**config.mk**
```make
export PLATFORM = sky130hd
export DESIGN_NAME = pst_scorer
export DESIGN_NICKNAME = d
export VERILOG_FILES = /design/src/rtl/pst_scorer_pkg.sv /design/src/rtl/pst_rank_sum.sv /design/src/rtl/pst_scorer.sv
export SDC_FILE = /design/constraint.sdc
export NUM_CORES = 1
export LEC_CHECK = 0
export ABC_CLOCK_PERIOD_IN_PS = 95000
export BUFFER_PORTS_ARGS = -buffer_cell sky130_fd_sc_hd__buf_4
export CAP_MARGIN = 10
export CORE_MARGIN = 10
export CORE_UTILIZATION = 40
export DETAILED_ROUTE_END_ITERATION = 10
export PLACE_DENSITY = 0.64
export SETUP_SLACK_MARGIN = 0.05
export SLEW_MARGIN = 20
export SYNTH_ARGS = -nofsm -noshare
export SYNTH_HDL_FRONTEND = slang
export SYNTH_HIERARCHICAL = 1
export SYNTH_SLANG_ARGS = --single-unit
```
**constraint.sdc**
```tcl
create_clock -name clk -period 95 [get_ports clk]
set_input_delay 23.75 -clock clk [delete_from_list [all_inputs] [get_ports clk]]
set_output_delay 23.75 -clock clk [all_outputs]
set_load 0.1 [all_outputs]
```
**src/rtl/pst_scorer_pkg.sv**
```systemverilog
// Shared constants and FSM state type for the piece-square scorer.
package pst_scorer_pkg;

    localparam int DEF_VAL_W   = 6;
    localparam int DEF_SCORE_W = 13;
    localparam int NUM_SQ      = 64;

    typedef enum logic [1:0] {
        StIdle,
        StRun,
        StDone
    } state_e;

endpackage

```
**src/rtl/pst_rank_sum.sv**
```systemverilog
// Combinational masked sum of one rank (8 signed entries), sign-extended to SCORE_W.
module pst_rank_sum #(
    parameter int VAL_W   = 6,
    parameter int SCORE_W = 13
) (
    input  logic [8*VAL_W-1:0] vals_i,
    input  logic [7:0]         mask_i,
    output logic [SCORE_W-1:0] sum_o
);

    always_comb begin
        sum_o = '0;
        for (int f = 0; f < 8; f++) begin
            if (mask_i[f]) begin
                sum_o = sum_o + {{(SCORE_W-VAL_W){vals_i[f*VAL_W+VAL_W-1]}},
                                 vals_i[f*VAL_W +: VAL_W]};
            end
        end
    end

endmodule

```
**src/rtl/pst_scorer.sv**
```systemverilog
// Piece-square scorer: snapshots map and bitboards, then sums one rank per cycle
// over 8 cycles to produce white-minus-black score.
module pst_scorer
    import pst_scorer_pkg::*;
#(
    parameter int VAL_W   = DEF_VAL_W,
    parameter int SCORE_W = DEF_SCORE_W
) (
    input  logic                      clk,
    input  logic                      reset,
    input  logic                      start,
    input  logic [NUM_SQ*VAL_W-1:0]   mapIn,
    input  logic [NUM_SQ-1:0]         whiteBB,
    input  logic [NUM_SQ-1:0]         blackBB,
    output logic                      busy,
    output logic                      done,
    output logic [SCORE_W-1:0]        score
);

    state_e                    state_q, state_d;
    logic [NUM_SQ*VAL_W-1:0]   map_q, map_d;
    logic [NUM_SQ-1:0]         white_q, white_d;
    logic [NUM_SQ-1:0]         black_q, black_d;
    logic [SCORE_W-1:0]        acc_q, acc_d;
    logic [SCORE_W-1:0]        score_q, score_d;
    logic [2:0]                rank_q, rank_d;
    logic                      busy_q, busy_d;
    logic                      done_q, done_d;

    logic [2:0]                black_row;
    logic [8*VAL_W-1:0]        white_vals, black_vals;
    logic [7:0]                white_mask, black_mask;
    logic [SCORE_W-1:0]        white_sum, black_sum;

    // Black pieces read the vertically mirrored map row (s ^ 56).
    assign black_row  = ~rank_q;
    assign white_vals = map_q[int'(rank_q) * 8 * VAL_W +: 8 * VAL_W];
    assign black_vals = map_q[int'(black_row) * 8 * VAL_W +: 8 * VAL_W];
    assign white_mask = white_q[int'(rank_q) * 8 +: 8];
    assign black_mask = black_q[int'(rank_q) * 8 +: 8];

    pst_rank_sum #(
        .VAL_W   (VAL_W),
        .SCORE_W (SCORE_W)
    ) u_white_sum (
        .vals_i (white_vals),
        .mask_i (white_mask),
        .sum_o  (white_sum)
    );

    pst_rank_sum #(
        .VAL_W   (VAL_W),
        .SCORE_W (SCORE_W)
    ) u_black_sum (
        .vals_i (black_vals),
        .mask_i (black_mask),
        .sum_o  (black_sum)
    );

    always_comb begin
        state_d = state_q;
        map_d   = map_q;
        white_d = white_q;
        black_d = black_q;
        acc_d   = acc_q;
        rank_d  = rank_q;
        score_d = score_q;
        unique case (state_q)
            // DONE accepts start like IDLE so passes can run back to back.
            StIdle, StDone: begin
                state_d = StIdle;
                if (start) begin
                    map_d   = mapIn;
                    white_d = whiteBB;
                    black_d = blackBB;
                    acc_d   = '0;
                    rank_d  = '0;
                    state_d = StRun;
                end
            end
            StRun: begin
                acc_d  = acc_q + white_sum - black_sum;
                rank_d = rank_q + 3'd1;
                if (rank_q == 3'd7) begin
                    score_d = acc_d;
                    state_d = StDone;
                end
            end
            default: state_d = StIdle;
        endcase
        busy_d = (state_d == StRun);
        done_d = (state_d == StDone);
    end

    always_ff @(posedge clk) begin
        if (reset) begin
            state_q <= StIdle;
            acc_q   <= '0;
            rank_q  <= '0;
            score_q <= '0;
            busy_q  <= 1'b0;
            done_q  <= 1'b0;
        end else begin
            state_q <= state_d;
            acc_q   <= acc_d;
            rank_q  <= rank_d;
            score_q <= score_d;
            busy_q  <= busy_d;
            done_q  <= done_d;
        end
    end

    // Snapshot is pure datapath; only ever read while in RUN.
    always_ff @(posedge clk) begin
        map_q   <= map_d;
        white_q <= white_d;
        black_q <= black_d;
    end

    assign busy  = busy_q;
    assign done  = done_q;
    assign score = score_q;

endmodule

```
# After elaboration in Yosys (flattened, before gate mapping)
# Cells that the tools add are included.
[totals]
wordCells = 68
reg_bits = 545
inputBits = 515
[op_classes]
mul = 2
addsub = 17
n_eq_ne = 6
mux = 23
n_shift = 4
reduce_logical = 6
bitwise = 1
[ops]
columns = ["cell", "n"]
rows = [
  ["384-bit by 10-bit variable part select with 48-bit output", 2],
  ["13-bit 2-to-1 mux", 17],
  ["13-bit adder", 15],
  ["64-bit by 7-bit variable part select with 8-bit output", 2],
  ["13-bit one-hot mux with 2 select lines", 1],
  ["13-bit subtractor", 1],
  ["3-bit by 2-bit multiplier with 5-bit output, second input constant", 2],
  ["3-bit one-hot mux with 2 select lines", 1],
  ["2-bit AND reduction", 3],
  ["2-bit by 1-bit equality test with 1-bit output, second input constant", 2],
  ["2-bit equality test, second input constant", 2],
  ["2-bit one-hot mux with 2 select lines", 1],
  ["3-bit by 1-bit adder with 3-bit output, second input constant", 1],
  ["3-bit equality test, second input constant", 1],
  ["3-bit 2-to-1 mux", 1],
  ["3-bit NOT", 1],
  ["2-bit zero test", 1],
  ["2-bit 2-to-1 mux", 1],
  ["2-bit != test, second input constant", 1],
  ["2-bit nonzero test", 1],
  ["2-bit OR reduction", 1],
  ["1-bit 2-to-1 mux", 1],
]

# Depth between registers and ports, before layout
[logic_depth]
word_depth = 20
depth_mapped = 63
mapped_depth_nobuf = 59

# Modules after synthesis
# Netlist, hierarchy kept.
[modules_own_cells]
columns = ["module", "area_each_um2", "cells_per_inst", "n_inst"]
rows = [
  ["pst_scorer", 24355.9, 1190, 1],
  ["pst_rank_sum (u_white_sum)", 4792.1, 660, 1],
  ["pst_rank_sum (u_black_sum)", 4580.6, 641, 1],
]

# Worst setup path before layout
# Ideal clock, no wire load.
[synth_path]
path_type = "input to register"
startpoint = "in start"
endpoint = "reg acc_q[4]"
t_arrival_ps = 51026
n_path_buf = 0
path_stages = 4
slack_ps = 43826
cell_sequence = "nor2b_1 nor2_1 a32oi_1 nor2_1"
[synth_via]
elab_chain_len = 2
[synth_lines]
columns = ["item", "line", "source"]
rows = [
  ["start: declaration", "pst_scorer.sv:11", "input logic start,"],
  ["2-bit != test (no source line)", "n/a", ""],
  ["2-bit AND reduction (no source line)", "n/a", ""],
  ["end signal: assignment", "pst_scorer.sv:98", "acc_q <= '0;"],
  ["end signal: assignment", "pst_scorer.sv:105", "acc_q <= acc_d;"],
  ["end: declaration", "pst_scorer.sv:24", "logic [SCORE_W-1:0] acc_q, acc_d;"],
]
# No other way between the ends.
# A chain may end at the register's enable or synchronous reset.

# Worst setup path after layout
[layout_path]
startpoint = "in start"
endpoint = "reg black_q[28] (enable)"
[layout_via]
elab_chain_len = 1
[layout_lines]
columns = ["item", "line", "source"]
rows = [
  ["2-bit AND reduction (no source line)", "n/a", ""],
  ["end signal: assignment", "pst_scorer.sv:117", "black_q <= black_d;"],
  ["end: declaration", "pst_scorer.sv:23", "logic [NUM_SQ-1:0] black_q, black_d;"],
]
# No other way between the ends.

==> flow_metrics.env <==
export IMPL_placementRows=106
export IMPL_dp_hpwl_um=78100
export IMPL_core_area_sq_um=83700
export IMPL_whs_endpoint="score[6]$_SDFFE_PP0P_"
export IMPL_grt_pass1_vias=24384
export IMPL_p_leak_nw=15.6
export IMPL_drc=0
export IMPL_ys_types=99
export IMPL_drtPass1Iterations=6
export IMPL_fin_crit_ns=26.19
export IMPL_status="finished, final reports clean"
export IMPL_post_cts_resized=0
export IMPL_p_int_mw=0.853
export IMPL_clock_power_share_pct=15.4
export IMPL_cts_htree_levels=2
export IMPL_synth_seq_cells=545
export IMPL_worstHoldPathCells=2
export IMPL_instances_no_fill=4187
export IMPL_cts_tree="built"
export IMPL_slew_viol_final=0
export IMPL_min_from="score[6]$_SDFFE_PP0P_"
export IMPL_drive_gt1_share_pct=35.4
export IMPL_powerDensity_nw_per_um2=37.6
export IMPL_vias=23443
export IMPL_grt_ovfl_total=0
export IMPL_min_path_type="reg2reg"
export IMPL_die_area_sq_um=96300
export IMPL_placed_cells_incl_taps=4066
export IMPL_drt_iter0_drc=1829
export IMPL_rsz0062_at_grt="false"
export IMPL_port_buffers=529
export IMPL_gp_congestion=0.896
export IMPL_cts_hold_buf=0
export IMPL_cts_path_max_buffers=3
export IMPL_postRouteWirelength_um=99300
export IMPL_worstReg2RegStart="rank_q[0]$_SDFFE_PP0P_"
export IMPL_tightest_slew_ns=1.15
export IMPL_crit_type="in2reg"
export IMPL_finalSetupTns_ns=0
export IMPL_synth_edff_count=512
export IMPL_cts_buffers_inserted=59
export IMPL_async_flop_share_pct=0
export IMPL_ys_flop_type="edfxtp_1"
export IMPL_syn_inst=2491
export IMPL_cts_setup_buffers=0
export IMPL_die_w_um=310
export IMPL_final_cell_mix="544 x buf_4, 512 x edfxtp_1, 224 x mux4_2"
export IMPL_p_comb_share_pct=65.6
export IMPL_slew_headroom_pct=23.1
export IMPL_syn_num_nets=3203
export IMPL_final_common_cell="buf_4"
export IMPL_syn_to_final_growth_pct=20.7
export IMPL_netSwitchingPower_mw=0.677
export IMPL_r2r_end="acc_q[11]$_SDFFE_PP0P_"
export IMPL_max_freq_mhz=38.2
export IMPL_ios=530
export IMPL_reg2reg_slack_ns=80.19
export IMPL_crit_arrival_ns=26.45
export IMPL_nFillCells=7243
export IMPL_fin_crit_sh_pct=27.6
export IMPL_synth_seq_area_share_pct=47.5
export IMPL_vdd_drop_max_mv=0.0571
export IMPL_antenna_found_initial=11
export IMPL_endpoint_kind="flop"
export IMPL_fin_skew_ns=0.0374
export IMPL_syn_avg_cell_area_sq_um=13.5
export IMPL_clock_sinks=545
export IMPL_fp_dieH_um=310
export IMPL_drv_cap=0
export IMPL_synth_warnings=6
export IMPL_power_frac_seq_pct=18.9
export IMPL_final_nets=3705
export IMPL_avgRoutedWirePerCell_um=23.7
export IMPL_grt_use_total_pct=20.0
export IMPL_critPathMaxFanout=203
export IMPL_path_clk_slew_ns=0.06
export IMPL_route_antenna_remaining_nets=0
export IMPL_crit_path_start_kind="input port"
export IMPL_r2r_cells=57
export IMPL_p_sw_share_pct=44.2
export IMPL_grt_start_max_net_pins=204
export IMPL_grt_pass1_wl_um=147000
export IMPL_start_util_pct=40.3
export IMPL_clk_latency_ns=0.66
export IMPL_final_hold_viol_count=0
export IMPL_setup_viol=0
export IMPL_cts_root_buf="clkbuf_16"
export IMPL_viasPerCell=5.60
export IMPL_worst_ep_required_time_ns=95.26
export IMPL_synth_cell_area_sq_um=33700
synth_stat cells (34+ instances only):
cell	count	area [sq um]
a21o_1	48	360
a21oi_1	131	656
clkbuf_1	36	135
edfxtp_1	512	15400
ha_1	171	2140
inv_1	139	522
mux2_2	151	1700
mux4_2	224	5040
nand2_1	133	499
nand3_1	35	175
nor2_1	134	503
nor3_1	38	190
o21a_1	40	300
o21ai_0	74	370
xnor2_1	77	674
xor2_1	34	298
layout make-up:
cell class / instances / area [sq um] / area share [%]
Clock buffer: 71 / 1540 / 3.79
Timing Repair Buffer: 547 / 4140 / 10.2
Tap cell: 1134 / 1420 / 3.48
Clock inverter: 41 / 473 / 1.16
Inverter: 142 / 533 / 1.31
Sequential cell: 545 / 16000 / 39.4
Antenna cell: 9 / 22.5 / 0.0553
Multi-Input combinational cell: 1698 / 16500 / 40.6
per-layer routing:
layer | routed length [um] | global-route usage (%) | vias up
met5 | 20 | 0 | -
met4 | 2150 | 5.24 | 2
met3 | 6300 | 3.54 | 102
met2 | 50800 | 35.4 | 788
met1 | 40000 | 25.0 | 11767
li1 | - | - | 10784
worst max-delay path by stage:
stage | startpoint | end | slack [ns] | cells after the start
floorplan | start | acc_q[4]$_SDFFE_PP0P_ | 43.83 | 4
global placement | start | map_q[105]$_DFFE_PP_ | 68.22 | 5
global route | start | map_q[173]$_DFFE_PP_ | 68.60 | 5
detailed placement | start | white_q[40]$_DFFE_PP_ | 68.10 | 5
CTS | start | map_q[192]$_DFFE_PP_ | 68.80 | 5
finish | start | black_q[28]$_DFFE_PP_ | 68.81 | 5
registers in the layout, indices dropped and copies added, names as in the netlist, 2 cells and up:
register and cells:
rank_q 3, score 13, state_q 2, map_q 384
white_q 64, black_q 64, acc_q 13
power by group through the flow:
| stage | registers (mW) | clock network, mW | logic (mW) |
|---|---|---|---|
| detailed placement | 0.295 | 0 | 0.993 |
| global route | 0.291 | 0.251 | 1.11 |
| global placement | 0.293 | 0 | 0.969 |
| floorplan | 0.303 | 0 | 0.775 |
| finish | 0.290 | 0.236 | 1.00 |
| CTS | 0.290 | 0.242 | 0.999 |
critical path, cell delays in order:
cell,delay [ns]
buf_4,0.08
nor2b_4,0.11
buf_4,0.74
buf_12,0.61
buf_12,0.73
metrics by stage:
stage	utilization [%]	hold WS, ns	worst slack [ns]	total power [mW]	area, sq um
floorplan	-	0.439	43.83	1.08	33700
global placement	46.2	0.450	68.22	1.26	38700
detailed placement	46.2	0.452	68.10	1.29	38700
finish	48.7	0.458	68.81	1.53	40700
CTS	48.6	0.460	68.80	1.53	40700
global route	48.7	0.485	68.60	1.66	40700
kinds of logic (layout without fill, tap and decap cells):
family | after synthesis | count (layout) | share of synthesized area, %
compound gates | 481 | 481 | 9.73
xor+xnor | 115 | 115 | 3.15
fa+ha+maj | 200 | 200 | 7.98
buf+inv | 248 | 801 | 3.45
flops | 545 | 545 | 47.5
mux | 404 | 404 | 21.0
other cells | 0 | 9 | 0
simple gates | 498 | 498 | 7.11
No activity file was read; power rests on OpenSTA's default activity.
